`config.mk`:
```
export PLATFORM = sky130hd
export DESIGN_NAME = result_beat_packer
export DESIGN_NICKNAME = d
export VERILOG_FILES = /design/src/rtl/result_beat_packer_pkg.sv /design/src/rtl/result_beat_packer_beat_out_reg.sv /design/src/rtl/result_beat_packer.sv
export SDC_FILE = /design/constraint.sdc
export NUM_CORES = 1
export LEC_CHECK = 0
export ABC_CLOCK_PERIOD_IN_PS = 3000
export CAP_MARGIN = 5
export CORE_ASPECT_RATIO = 1.75
export CORE_MARGIN = 2
export CORE_UTILIZATION = 45
export CTS_BUF_LIST = sky130_fd_sc_hd__clkbuf_4 sky130_fd_sc_hd__clkbuf_8
export DETAILED_ROUTE_END_ITERATION = 10
export PLACE_DENSITY_LB_ADDON = 0.1
export REMOVE_ABC_BUFFERS = 1
export SLEW_MARGIN = 20
export SYNTH_ARGS = -nofsm -noshare
export SYNTH_HDL_FRONTEND = slang
export SYNTH_HIERARCHICAL = 1
export SYNTH_SLANG_ARGS = --single-unit
```
`constraint.sdc`:
```
create_clock -name clk -period 3 [get_ports clk]
set_input_delay 0.3 -clock clk [delete_from_list [all_inputs] [get_ports clk]]
set_output_delay 0.3 -clock clk [all_outputs]
set_load 0.01 [all_outputs]
```
`src/rtl/result_beat_packer_pkg.sv`:
```
// Shared stream-packing definitions: default widths, FSM state type and
// the lanes-filled to byte-strobe mapping.
package mm_stream_pkg;

    localparam int ELEM_W_DEF = 16;
    localparam int BEAT_W_DEF = 128;
    localparam int LANES_DEF  = BEAT_W_DEF / ELEM_W_DEF;

    typedef enum logic [1:0] {
        IDLE  = 2'd0,
        PACK  = 2'd1,
        DRAIN = 2'd2
    } state_t;

    // One strobe bit: set when its byte lies inside the filled lanes.
    function automatic logic strb_bit(input int byte_idx, input int lanes_filled, input int lane_bytes);
        return byte_idx < (lanes_filled * lane_bytes);
    endfunction

endpackage

```
`src/rtl/result_beat_packer_beat_out_reg.sv`:
```
// Single-entry valid/ready output register holding {data, strb, last};
// contents stay stable while valid is high and ready is low.
module beat_out_reg #(
    parameter int BEAT_W = 128,
    parameter int STRB_W = BEAT_W / 8
) (
    input  logic              clk,
    input  logic              rst_n,
    input  logic              i_load,
    input  logic [BEAT_W-1:0] i_data,
    input  logic [STRB_W-1:0] i_strb,
    input  logic              i_last,
    input  logic              i_ready,
    output logic              o_valid,
    output logic [BEAT_W-1:0] o_data,
    output logic [STRB_W-1:0] o_strb,
    output logic              o_last
);

    logic              r_valid;
    logic [BEAT_W-1:0] r_data;
    logic [STRB_W-1:0] r_strb;
    logic              r_last;

    // The packer only loads when the slot is empty or draining this cycle.
    always_ff @(posedge clk) begin
        if (!rst_n) begin
            r_valid <= 1'b0;
            r_data  <= '0;
            r_strb  <= '0;
            r_last  <= 1'b0;
        end else if (i_load) begin
            r_valid <= 1'b1;
            r_data  <= i_data;
            r_strb  <= i_strb;
            r_last  <= i_last;
        end else if (i_ready) begin
            r_valid <= 1'b0;
        end
    end

    assign o_valid = r_valid;
    assign o_data  = r_data;
    assign o_strb  = r_strb;
    assign o_last  = r_last;

endmodule

```
`src/rtl/result_beat_packer.sv`:
```
// Packs ELEM_W result elements into BEAT_W stream beats with byte strobes
// and a last flag; a transfer is a fixed element count given at start.
module result_beat_packer
    import mm_stream_pkg::*;
#(
    parameter int ELEM_W = ELEM_W_DEF,
    parameter int BEAT_W = BEAT_W_DEF,
    parameter int CNT_W  = 16
) (
    input  logic                clk,
    input  logic                rst_n,
    input  logic                start,
    input  logic [CNT_W-1:0]    elem_count,
    output logic                busy,
    output logic                done,
    input  logic                e_valid,
    output logic                e_ready,
    input  logic [ELEM_W-1:0]   e_data,
    output logic                m_valid,
    input  logic                m_ready,
    output logic [BEAT_W-1:0]   m_data,
    output logic [BEAT_W/8-1:0] m_strb,
    output logic                m_last
);

    localparam int LANES      = BEAT_W / ELEM_W;
    localparam int STRB_W     = BEAT_W / 8;
    localparam int LANE_BYTES = ELEM_W / 8;
    localparam int LANE_W     = (LANES > 1) ? $clog2(LANES) : 1;

    state_t              r_state;
    state_t              w_state_next;
    logic                r_busy;
    logic                r_done;
    logic [LANE_W-1:0]   r_lane;
    logic [CNT_W-1:0]    r_remaining;
    logic [BEAT_W-1:0]   r_acc;

    logic                w_start_go;
    logic                w_start_zero;
    logic                w_lane_full;
    logic                w_final;
    logic                w_completing;
    logic                w_out_free;
    logic                w_e_hs;
    logic                w_load;
    logic                w_beat_hs;
    logic [BEAT_W-1:0]   w_beat_data;
    logic [STRB_W-1:0]   w_strb;

    assign w_start_go   = (r_state == IDLE) && start && (elem_count != '0);
    assign w_start_zero = (r_state == IDLE) && start && (elem_count == '0);
    assign w_lane_full  = (r_lane == LANE_W'(LANES - 1));
    assign w_final      = (r_remaining == CNT_W'(1));
    assign w_completing = w_lane_full || w_final;
    assign w_out_free   = !m_valid || m_ready;
    assign w_e_hs       = e_valid && e_ready;
    assign w_load       = w_e_hs && w_completing;
    assign w_beat_hs    = m_valid && m_ready && m_last;

    // Current element overlays its lane; lanes above r_lane are still zero.
    for (genvar gi = 0; gi < LANES; gi++) begin : g_lane
        assign w_beat_data[gi*ELEM_W +: ELEM_W] =
            (r_lane == LANE_W'(gi)) ? e_data : r_acc[gi*ELEM_W +: ELEM_W];
    end

    for (genvar gi = 0; gi < STRB_W; gi++) begin : g_strb
        assign w_strb[gi] = strb_bit(gi, int'(r_lane) + 1, LANE_BYTES);
    end

    always_ff @(posedge clk) begin
        if (!rst_n) begin
            r_state <= IDLE;
            r_busy  <= 1'b0;
            r_done  <= 1'b0;
        end else begin
            r_state <= w_state_next;
            r_busy  <= (w_state_next != IDLE);
            r_done  <= w_start_zero || ((r_state == DRAIN) && w_beat_hs);
        end
    end

    always_comb begin
        w_state_next = r_state;
        case (r_state)
            IDLE:    if (w_start_go) w_state_next = PACK;
            PACK:    if (w_e_hs && w_final) w_state_next = DRAIN;
            DRAIN:   if (w_beat_hs) w_state_next = IDLE;
            default: w_state_next = IDLE;
        endcase
    end

    always_comb begin
        e_ready = (r_state == PACK) && (!w_completing || w_out_free);
    end

    always_ff @(posedge clk) begin
        if (!rst_n) begin
            r_lane      <= '0;
            r_remaining <= '0;
            r_acc       <= '0;
        end else if (w_start_go) begin
            r_lane      <= '0;
            r_remaining <= elem_count;
            r_acc       <= '0;
        end else if (w_e_hs) begin
            r_remaining <= r_remaining - CNT_W'(1);
            if (w_completing) begin
                r_lane <= '0;
                r_acc  <= '0;
            end else begin
                r_lane <= r_lane + LANE_W'(1);
                r_acc  <= w_beat_data;
            end
        end
    end

    beat_out_reg #(
        .BEAT_W (BEAT_W),
        .STRB_W (STRB_W)
    ) u_out (
        .clk     (clk),
        .rst_n   (rst_n),
        .i_load  (w_load),
        .i_data  (w_beat_data),
        .i_strb  (w_strb),
        .i_last  (w_final),
        .i_ready (m_ready),
        .o_valid (m_valid),
        .o_data  (m_data),
        .o_strb  (m_strb),
        .o_last  (m_last)
    );

    assign busy = r_busy;
    assign done = r_done;

endmodule

```
---- After elaboration in Yosys (flattened, before gate mapping) ----
Index checks and enable logic that the tools add are counted.
storage, ports and cells
  register bits after elaboration ......... 297
  logic and storage cells ................. 82
operators by class
  add/subtract/negate cells ............... 3
  magnitude comparators ................... 16
  eq/ne operators ......................... 10
  muxes and demuxes ....................... 18
  bitwise logic cells ..................... 1
  reductions and logical operators ........ 24
operators by type and width
  kind                                                                   count
  5-bit by 32-bit < comparator with 1-bit output (first input constant)  7
  16-bit 2-to-1 mux                                                      10
  4-bit by 32-bit < comparator with 1-bit output (first input constant)  4
  128-bit 2-to-1 mux                                                     1
  3-bit by 32-bit < comparator with 1-bit output (first input constant)  2
  1-bit by 32-bit < comparator with 1-bit output (first input constant)  1
  2-bit by 32-bit < comparator with 1-bit output (first input constant)  1
  16-bit by 1-bit == test with 1-bit output (second input constant)      1
  16-bit logical NOT                                                     1
  16-bit nonzero test                                                    1
  16-bit by 1-bit subtractor with 16-bit output (second input constant)  1
  3-bit == test (second input constant)                                  4
  1-bit logical AND                                                      10
  3-bit by 2-bit == test with 1-bit output (second input constant)       2
  2-bit 2-to-1 mux                                                       3
  2-bit case mux with 3 select lines                                     1
  2-bit nonzero test                                                     3
  4-bit by 5-bit < comparator with 1-bit output (first input constant)   1
  3-bit by 1-bit adder with 4-bit output (second input constant)         1
  1-bit logical OR                                                       4
  3-bit by 1-bit adder with 3-bit output (second input constant)         1
  3-bit by 1-bit == test with 1-bit output (second input constant)       1
  3-bit logical NOT                                                      1
  3-bit 2-to-1 mux                                                       1
  other kinds (7)                                                        9

---- Longest topological paths before layout ----
  depth in word-level cells ............... 10
  mapped depth ............................ 12

---- Cells and area by module ----
Netlist, hierarchy kept.
by module, submodules not included
  module              instances  cells each  area an instance (um^2)  seq. area each (um^2)
  result_beat_packer  1          627         7,044.3                  3,022.9
  beat_out_reg        1          470         5,667.9                  2,922.8

---- Worst setup path after synthesis ----
OpenSTA, ideal clock, no wires.
  path type ............................... reg-to-reg
  start point ............................. reg r_lane[0]
  end point ............................... reg u_out.r_data[100] (netlist: u_out/o_data[100])
  arrival ................................. 2,406 ps
  path slack .............................. 477 ps
  stages on the path, launching flop included .. 12
  path buffers ............................ 4
  period minus slack after synthesis ...... 2,523 ps
  cells stage by stage .................... dfxtp_1 -> ha_1 -> ha_1 -> clkbuf_1 -> a21oi_2 -> o21ai_2 -> buf_2 -> nor2_1 -> buf_6 -> buf_12 -> mux2i_1 -> nor2b_1
on the way
  longest elaborated chain between the ends .. 7
  elaborated cells on any way between the ends .. 9
  those cells by class .................... eq/ne (2); mux (1); reduce/logical (6)
RTL lines
  element                 RTL line                               RTL
  start, declared         result_beat_packer.sv:35               logic [LANE_W-1:0] r_lane;
  start signal, assigned  result_beat_packer.sv:112              r_lane <= r_lane + LANE_W'(1);
  3-bit == test *         result_beat_packer.sv:53               assign w_lane_full = (r_lane == LANE_W'(LANES - 1));
  1-bit logical OR *      result_beat_packer.sv:55               assign w_completing = w_lane_full || w_final;
  1-bit logical NOT       result_beat_packer.sv:94               e_ready = (r_state == PACK) && (!w_completing || w_out_free);
  1-bit logical OR        result_beat_packer.sv:94
  1-bit logical AND       result_beat_packer.sv:94
  1-bit logical AND       result_beat_packer.sv:57               assign w_e_hs = e_valid && e_ready;
  1-bit logical AND *     result_beat_packer.sv:58               assign w_load = w_e_hs && w_completing;
  named net w_load        result_beat_packer.sv:46               logic w_load;
  end signal, assigned    result_beat_packer_beat_out_reg.sv:34  r_data <= i_data;
  end, declared           result_beat_packer_beat_out_reg.sv:21  logic [BEAT_W-1:0] r_data;
The timed path passes the listed nets; every way through them passes the cells marked *.
A chain may end at the register's enable or synchronous reset.

---- Final worst setup path ----
  start point ............................. reg r_remaining[1]
  end point ............................... reg u_out.r_data[58] (netlist: u_out/o_data[58])
on the way
  longest elaborated chain between the ends .. 7
RTL lines
  element                                      RTL line                   RTL
  start, declared                              result_beat_packer.sv:36   logic [CNT_W-1:0] r_remaining;
  start signal, assigned                       result_beat_packer.sv:104  r_remaining <= elem_count;
  start signal, assigned                       result_beat_packer.sv:107  r_remaining <= r_remaining - CNT_W'(1);
  16-bit by 1-bit == test with 1-bit output *  result_beat_packer.sv:54   assign w_final = (r_remaining == CNT_W'(1));
  named net w_final                            result_beat_packer.sv:42   logic w_final;
  1-bit logical OR *                           result_beat_packer.sv:55
  1-bit logical NOT                            result_beat_packer.sv:94
  1-bit logical OR                             result_beat_packer.sv:94
  1-bit logical AND                            result_beat_packer.sv:94
  1-bit logical AND                            result_beat_packer.sv:57
  1-bit logical AND *                          result_beat_packer.sv:58
  named net w_load                             result_beat_packer.sv:46
Marks and branches as above.

==> out/metrics.cfg <==
[routing]
first_pass_iters = 5
drc_errors = 0
wl_per_cell_um = 19.4
antenna_left = 0
vias = 9122
drt_iter0_markers = 379
routed_wl_um = 32600
viasPerCell = 5.43

[clocking]
path_clk_slew_ps = 70
clock_sinks = 297
cts-buffers-inserted = 45
clk_latency_ps = 570
clockBufferDepth = 3
cts_root_buffer = clkbuf_8
cts.htree.levels = 2
cts_tree = done

[timing]
relSlewSlack_pct = 47.8
fin_tns_setup_ps = 0
worst_hold_slack_ps = 315
finalSetupViolCount = 0
report.final.slew_viol_count = 0
finalHoldViolations = 0
rsz0062_at_grt = false
fin_crit_ps = 2610
period_share_pct = 87.1
tightest_slew_ps = 781
worst_clock_skew_ps = 25.1
fmax_mhz = 383

[finish]
layout-drive-gt1-share_pct = 20.1
diodes = 0
fin_util_pct = 56.9
layout_common_cells = dfxtp_1, clkdlybuf4s50_1, nor2b_1
layout_commonest_cell = dfxtp_1
nets = 1322
synthToLayoutAreaGrowth_pct = 24.7
n_fill_cell = 2471
final_cells = 1680

[yosys]
yosysWarnings = 6
synthAdderAreaFrac_pct = 0.787
ys_types = 57
synth.avg_cell_area_um2 = 11.6
synthSimpleGateAreaFrac_pct = 11.9
synth-xor-area-share_pct = 0
async_reset_ff_share_pct = 0
synth_area_mm2 = 0.0127
ys_seq_area_share_pct = 46.8
synth_top_family_by_area = multiplexers
muxShareOfSynthArea_pct = 23.0
ys_ff_latch = 297
synth_edf_count = 0
ys.flop_type = dfxtp_1
syn_inst = 1097
synth_compound_area_share_pct = 11.9

[global_routing]
grt_pass1_vias = 9018
gr-usage-met1_pct = 26.2
grt.busiest_layer = met2
grt_pass1_wl_um = 50000
antenna_found_initial = 0
grt_start_max_net_pins = 154
use_met2_pct = 38.2
overflow = 0
grtUsageMet3_pct = 3.61
grtUsageTotal_pct = 21.6

[pwr]
p_leak_nw = 5.45
p_clk_share_pct = 43.3
intPower_mw = 6.14
p_switching_mw = 1.88
ir_drop_mv = 0.432
total_power_mw = 8.02
p_comb_share_pct = 6.7
cellPowerDensity_mw_per_mm2 = 506
swShare_pct = 23.5
pwr-share-seq_pct = 50.0

[placement]
gp_congestion = 0.872
dp_cells = 1601
io_buffers = 185
hpwl_um = 21200

[worst_setup_path]
start_kind = flop
path_class = reg -> reg
worstSetupEndpointType = flop
cp.arrival_ps = 3070
worstPathMaxFanout = 25
required_ps = 3460

[floorplanning]
coreArea_mm2 = 0.0279
num_io_pins = 186
die_w_um = 131
dieArea_mm2 = 0.0297
start_util_pct = 45.6
die_y_um = 226
rows = 81

[worst_hold_path]
hold_class = in -> reg

[outcome]
status = complete, no violations

[run]
max_cap_viol_count = 0

==> routing by layer <==
| layer | wire, um | share of wire (%) |
|---|---|---|
| met1 | 13300 | 41 |
| met2 | 17200 | 53 |
| met3 | 1460 | 4.5 |
| met4 | 645 | 2.0 |
| met5 | 0 | 0 |
==> kinds of logic after synthesis <==
kind of cell / after synthesis
AOI/OAI and AO/OA: 165
DFF: 297
buffers and inverters: 103
adders and majority gates: 8
and+or+nand+nor: 248
muxes: 276
==> critical path, cell delays in order (launching register included) <==
cell and delay [ps]:
dfxtp_1 340, inv_1 90, ha_1 140, nor4b_4 170, buf_4 170, nand4_4 120, inv_2 210, nor2_4 60
buf_4 190, nor2_4 200, buf_12 230, buf_12 250, mux2i_1 220, nor2b_1 60
==> metrics by stage <==
| stage | area [um2] | setup slack [ps] |
|---|---|---|
| 2_1_floorplan | 12000 | -12710 |
| 3_3_place_gp | 14900 | 449 |
| 3_5_place_dp | 14900 | 424 |
| 4_1_cts | 15800 | 37.6 |
| 5_1_grt | 15900 | 243 |
| 6_report | 15900 | 387 |
==> cell usage after synthesis, types with 7 or more instances <==
cell type | number | area share (%)
ha_1 | 8 | 0.79
nand2_1 | 17 | 0.50
nor4_1 | 8 | 0.39
nand3_1 | 9 | 0.35
mux2_2 | 128 | 11
clkbuf_1 | 52 | 1.5
nor2b_1 | 151 | 7.4
nor2_1 | 13 | 0.38
inv_1 | 11 | 0.32
buf_2 | 10 | 0.39
dfxtp_1 | 297 | 47
buf_6 | 9 | 0.80
a32o_1 | 112 | 8.8
a21oi_1 | 8 | 0.31
and2_1 | 16 | 0.79
a31oi_1 | 7 | 0.34
buf_12 | 15 | 2.4
nor3_1 | 7 | 0.28
mux2i_1 | 147 | 12
==> power groups by stage <==
| stage | Combinational, mW | Sequential [mW] | Clock (mW) |
|---|---|---|---|
| after floorplan | 0.277 | 4.09 | 0 |
| after global placement | 0.529 | 4.09 | 0 |
| after detailed placement | 0.532 | 4.09 | 0 |
| after CTS | 0.535 | 4.01 | 3.58 |
| after global routing | 0.579 | 4.01 | 3.74 |
| final | 0.538 | 4.01 | 3.47 |
==> layout make-up <==
cell class,count,area (um2),share of cell area (%)
Inverter,13,48.8,0.308
Sequential cell,297,5950,37.5
Clock inverter,2,13.8,0.0868
Clock buffer,75,926,5.84
Timing Repair Buffer,223,2340,14.7
Multi-Input combinational cell,697,6110,38.6
Tap cell,373,467,2.94
==> sequential cells by signal, indices dropped and copies added (netlist names) <==
signal	count
u_out/o_last	1
u_out/o_strb	16
done	1
busy	1
r_lane	3
r_remaining	16
r_state	2
u_out/o_valid	1
r_acc	128
u_out/o_data	128
==> timing repair <==
item                                    CTS  global route
hold buffers                              0             0
setup buffers                             1             1
pin swaps                                 1             0
gates resized for setup                   0             3
endpoints found under the setup margin    1             1
==> path summary, 6_finish.rpt <==
check	cells after the start	end	startpoint	slack [ps]
setup reg to reg	13	u_out/o_data[58]	r_remaining[1]	390
setup / recovery	13	u_out/o_data[58]	r_remaining[1]	390
hold reg to reg	1	r_acc[118]	r_acc[118]	450
hold / removal	4	r_remaining[1]	rst_n	320
(Power assumes the default switching activity.)
